**src/rtl/alu_seq_exec.sv**
```systemverilog
// alu_seq_exec: multi-cycle execute-stage ALU.
// Single-cycle logic/arith/compare ops, bit-serial shifter.
module alu_seq_exec #(
    parameter int WIDTH = 32,
    parameter int SHW   = 5
) (
    input  logic             clk,
    input  logic             rst_n,
    input  logic             in_valid,
    output logic             in_ready,
    input  logic [3:0]       Operation,
    input  logic [WIDTH-1:0] SrcA,
    input  logic [WIDTH-1:0] SrcB,
    output logic             out_valid,
    input  logic             out_ready,
    output logic [WIDTH-1:0] ALUResult,
    output logic             Zero
);

    localparam logic [3:0] OP_AND  = 4'b0000;
    localparam logic [3:0] OP_OR   = 4'b0001;
    localparam logic [3:0] OP_ADD  = 4'b0010;
    localparam logic [3:0] OP_XOR  = 4'b0011;
    localparam logic [3:0] OP_ADDM = 4'b0100;
    localparam logic [3:0] OP_SUB  = 4'b0110;
    localparam logic [3:0] OP_EQ   = 4'b0111;
    localparam logic [3:0] OP_NE   = 4'b1000;
    localparam logic [3:0] OP_LT   = 4'b1001;
    localparam logic [3:0] OP_GE   = 4'b1010;
    localparam logic [3:0] OP_LTU  = 4'b1011;
    localparam logic [3:0] OP_GEU  = 4'b1100;
    localparam logic [3:0] OP_SLL  = 4'b1101;
    localparam logic [3:0] OP_SRA  = 4'b1110;
    localparam logic [3:0] OP_SRL  = 4'b1111;

    typedef enum logic [1:0] {
        IDLE,
        SHIFT,
        DONE
    } state_t;

    state_t           state, state_d;
    logic [WIDTH-1:0] sreg, sreg_d;
    logic [WIDTH-1:0] res_q, res_d;
    logic [SHW-1:0]   cnt, cnt_d;
    logic [3:0]       op_q, op_d;
    logic             zero_q, zero_d;

    logic [WIDTH-1:0] alu_comb;
    logic [WIDTH-1:0] shifted;
    logic             cond;
    logic             is_cmp;
    logic             is_shift;
    logic [SHW-1:0]   shamt;

    assign in_ready  = rst_n && (state == IDLE);
    assign out_valid = (state == DONE);
    assign ALUResult = res_q;
    assign Zero      = zero_q;
    assign shamt     = SrcB[SHW-1:0];
    assign is_shift  = (Operation == OP_SLL) ||
                       (Operation == OP_SRL) ||
                       (Operation == OP_SRA);

    // Single-cycle datapath for logic, arithmetic and compare ops
    always_comb begin
        alu_comb = '0;
        cond     = 1'b0;
        is_cmp   = 1'b0;
        case (Operation)
            OP_AND:  alu_comb = SrcA & SrcB;
            OP_OR:   alu_comb = SrcA | SrcB;
            OP_ADD:  alu_comb = SrcA + SrcB;
            OP_XOR:  alu_comb = SrcA ^ SrcB;
            OP_ADDM: alu_comb = SrcA + SrcB;
            OP_SUB:  alu_comb = SrcA - SrcB;
            OP_EQ: begin
                is_cmp = 1'b1;
                cond   = (SrcA == SrcB);
            end
            OP_NE: begin
                is_cmp = 1'b1;
                cond   = (SrcA != SrcB);
            end
            OP_LT: begin
                is_cmp = 1'b1;
                cond   = ($signed(SrcA) < $signed(SrcB));
            end
            OP_GE: begin
                is_cmp = 1'b1;
                cond   = ($signed(SrcA) >= $signed(SrcB));
            end
            OP_LTU: begin
                is_cmp = 1'b1;
                cond   = (SrcA < SrcB);
            end
            OP_GEU: begin
                is_cmp = 1'b1;
                cond   = (SrcA >= SrcB);
            end
            default: alu_comb = '0;
        endcase
        if (is_cmp) begin
            alu_comb = {{(WIDTH-1){1'b0}}, cond};
        end
    end

    // One-bit step of the iterative shifter; SRA replicates the MSB
    always_comb begin
        case (op_q)
            OP_SLL:  shifted = {sreg[WIDTH-2:0], 1'b0};
            OP_SRL:  shifted = {1'b0, sreg[WIDTH-1:1]};
            default: shifted = {sreg[WIDTH-1], sreg[WIDTH-1:1]};
        endcase
    end

    // Next-state and next-register logic
    always_comb begin
        state_d = state;
        sreg_d  = sreg;
        cnt_d   = cnt;
        op_d    = op_q;
        res_d   = res_q;
        zero_d  = zero_q;
        case (state)
            IDLE: begin
                if (in_valid) begin
                    if (is_shift) begin
                        sreg_d = SrcA;
                        cnt_d  = shamt;
                        op_d   = Operation;
                        if (shamt == '0) begin
                            res_d   = SrcA;
                            zero_d  = (SrcA == '0);
                            state_d = DONE;
                        end else begin
                            state_d = SHIFT;
                        end
                    end else begin
                        res_d   = alu_comb;
                        zero_d  = is_cmp ? cond : (alu_comb == '0);
                        state_d = DONE;
                    end
                end
            end
            SHIFT: begin
                sreg_d = shifted;
                cnt_d  = cnt - 1'b1;
                if (cnt == SHW'(1)) begin
                    res_d   = shifted;
                    zero_d  = (shifted == '0);
                    state_d = DONE;
                end
            end
            DONE: begin
                if (out_ready) begin
                    state_d = IDLE;
                end
            end
            default: state_d = IDLE;
        endcase
    end

    // State and datapath registers with synchronous reset
    always_ff @(posedge clk) begin
        if (!rst_n) begin
            state  <= IDLE;
            sreg   <= '0;
            cnt    <= '0;
            op_q   <= '0;
            res_q  <= '0;
            zero_q <= 1'b0;
        end else begin
            state  <= state_d;
            sreg   <= sreg_d;
            cnt    <= cnt_d;
            op_q   <= op_d;
            res_q  <= res_d;
            zero_q <= zero_d;
        end
    end

endmodule

```
**config.mk**
```make
export PLATFORM = sky130hd
export DESIGN_NAME = alu_seq_exec
export DESIGN_NICKNAME = d
export VERILOG_FILES = /design/src/rtl/alu_seq_exec.sv
export SDC_FILE = /design/constraint.sdc
export NUM_CORES = 1
export LEC_CHECK = 0
export CAP_MARGIN = 30
export CORE_MARGIN = 5
export CORE_UTILIZATION = 28
export CTS_CLUSTER_DIAMETER = 40
export DETAILED_ROUTE_END_ITERATION = 6
export PLACE_DENSITY_LB_ADDON = 0.3
export SLEW_MARGIN = 20
export SYNTH_ARGS = -nofsm -noshare
export SYNTH_HDL_FRONTEND = slang
export SYNTH_SLANG_ARGS = --single-unit
```
**constraint.sdc**
```tcl
create_clock -name clk -period 6.07 [get_ports clk]
set_clock_uncertainty 0.05 [all_clocks]
set_input_delay 0.9105 -clock clk [delete_from_list [all_inputs] [get_ports clk]]
set_output_delay 0.9105 -clock clk [all_outputs]
set_load 0.01 [all_outputs]
```
==> impl_results.md <==
* Status: finished clean
* Largest net degree at the start of global routing at 55
* Mapped Cells at between 1000 and 1500
* CP required at around 6.3 ns
* R2r worst-path depth at 12
* Cell variety after synth at 89
* Initial Utilization at between 20% and 30%
* GP Congestion at 1.03
* GRT Total Usage at 23.7%
* Vias per inst at 5.92
* Cell Chain, Critical Path: clkdlybuf4s50_1, inv_1, ha_1, nand2_1, nor4_1, o22a_1, a41oi_1, o311ai_0, o221ai_1, xnor2_1, o211ai_1, or4_1, or4b_1, o31ai_2
* Synthesis-stage register bit count at between 70 and 80
* Min Tclk post-route at ~5.6 ns
* Post-layout net count at ~1800
* Worst r2r src: cnt[0]
* MaxCap Viol Count at 0
* Hold buffers post-CTS at 0
* HPWL after DPL at between 30 and 40 mm
* Max-slew violations at 0
* Core Area at 35300 um2
* Layout cell share with drive strength beyond 1 at 8.32%
* Mapped cell area at between 9000 and 10000 um2
* Gr busiest metal: met2
* # DRC at 0
* Worst Hold Endpoint: op_q[0]
* Normalized max-slew margin at approximately 33%
* First-pass GRT wire length at 72.6 mm
* Critical Path AT at 5.79 ns
* Async S/R FF share, synth at 0%
* PD cells at 170 nW/um2
* Worst Hold Depth at 2
* Dpl cell area at 11800 um2
* Area growth syn-to-layout at 21.0%
* Top delay family on crit path: compound AO/OA/AOI/OAI gates
* Synth top area share at about 15%
* DRT Pass-1 Iters at 6
* Register area share after synthesis at around 15%
* Resize count post-CTS at 0
* Final period utilization at around 90%
* Via count at between 10000 and 15000
* CTS max path bufs at 2
* Crit. End Element: flip-flop
* CP startpoint kind: input pin
* Avg Cell Area, Syn at approximately 6.7 um2
* Fin area at 12000 um2
* Final ANT Viol Nets at 0
* Die area at a little under 40000 um2
* Tightest Pin Transition at between 0.9 and 1 ns
* Post-synth EDFFs at 0
* Most common cell after layout, fill and taps aside: nand2_1
* CP Depth at 14
* Root buffer selected by CTS: clkbuf_16
* Post-route setup TNS at 0 ns
* Row count at 69
* Routed WL per cell at about 24 um
* RSZ-0062 raised after global routing: false
* Final Worst Setup Slack at between 0.4 and 0.5 ns
* Later-pin clock latency in the skew report at ~0.34 ns
* Fin. Hold Viols at 0
* Most frequent cells in the layout: nand2_1 (221), a21oi_1 (145), nor2_1 (122), inv_1 (109), clkdlybuf4s50_1 (106)
* Initial antenna violation count at 1
* Synthesis Warnings at 0
* Clock transition at path regs at ~0.07 ns
* Leakage at ~0.0048 uW
* CP Buf/Inv Count at 2
* Final-report setup violation count at 0
* Final WL at 48.6 mm
* Peak supply drop at between 0.1 and 0.15 mV
* M1 GR Usage at 33.8%
* Hold_sp: op_q[0]
* Chip Width at about 200 um
* Met3 Usage GRT at between 2 and 3%
* Largest fanout on the critical path at 12
* Grt met2 use at roughly 37%
* CP max stage cell: o311ai_0
* Total congestion overflow at 0
* Leading area contributor after synthesis: dfxtp_1
* Flop2flop setup slack at ~2.4 ns
* RR Endpoint: Zero
* Post-CTS setup buffers at 0
* Pre-CTS setup slack at between 0.3 and 0.4 ns
* I/O pins at 107
* Syn nets at roughly 1700
* Hold Path Class: flip-flop to flip-flop
* Number of global-route vias before repair at ~12000
* Crit Path Category: input pin to flip-flop
* Chip height at a little under 200 um
* Clk sinks at between 70 and 80
* Antenna Cells at 0
* Htree depth at 3
* CP max stage delay at about 0.7 ns
* Area contributors post-synth: dfxtp_1 (15%), ha_1 (13%), nand2_1 (8.3%)
* Fmax at approximately 180 MHz
* CTS tree: done
* Num CTS Buffers at 9
* Top_reg_cell synth: dfxtp_1
* Port bufs at 106
* Initial DRC Count at 1593
flip-flops by register name, indices dropped and copies added (netlist names):
name,count
ALUResult,32
Zero,1
cnt,5
op_q,4
sreg,32
state,2
synthesized netlist by cell type (17+ instances only):
cell type    n
dfxtp_1     76
nor2_1     124
clkbuf_1    82
nand3_1     49
a21oi_1    145
o21ai_0     76
inv_1      109
nand2_1    221
nand4_1     18
a211oi_1    27
o211ai_1    38
ha_1       101
nor2b_1     19
nor4_1      28
nor3_1      37
and3_1      18
a31oi_1     36
and2_1      17
metrics by stage:
stage	hold WS, ns	power, uW	std cells	util [%]
global placement	0.394	1510	2032	33.3
CTS	0.407	2030	2048	34.1
global route	0.427	2150	2048	34.1
finish	0.404	2040	2048	34.1
detailed placement	0.398	1510	2032	33.3
floorplan	0.387	1110	1495	-
worst max-delay path by stage:
stage	from	end	slack, ns
6_report	SrcA[3]	Zero	0.50
5_1_grt	SrcA[1]	Zero	0.07
4_1_cts	SrcA[1]	Zero	0.65
3_5_place_dp	SrcA[1]	Zero	0.31
3_3_place_gp	SrcA[1]	Zero	0.34
2_1_floorplan	SrcA[2]	Zero	1.48
power breakdown:
| group | internal [uW] | switching (uW) |
|---|---|---|
| clock network | 282 | 237 |
| logic | 361 | 593 |
| registers | 535 | 36.1 |
worst min-delay path: cells and delay by family (launching register included):
kind,cells,cell delay (ns)
AO/OA/AOI/OAI,1,0.05
flip-flops,1,0.31
AND/OR/NAND/NOR,1,0.05
kinds of logic (layout without fill, tap and decap cells):
group,Yosys count,count (layout),synth area share (%)
AOI/OAI and AO/OA,484,484,32.7
xor gates and xnor gates,5,5,0.440
adders and majority gates,103,103,13.1
buffers and inverters,209,301,8.03
DFF,76,76,15.3
muxes,16,16,1.67
and+or+nand+nor,602,602,28.8
layer usage:
layer	wire length, um	vias to the layer above
li1	-	5594
met5	9	-
met1	21700	5821
met4	1850	2
met3	3680	96
met2	21400	609
cell type report:
type | instances | area (um2)
multi-input cells | 1210 | 7680
flip-flops and latches | 76 | 1520
clock buffers | 9 | 225
inverters | 110 | 413
well taps | 461 | 577
fillers | 3757 | 23300
clock inverters | 7 | 56.3
repair buffers | 175 | 1580
Power figures use the tool's default switching activity.
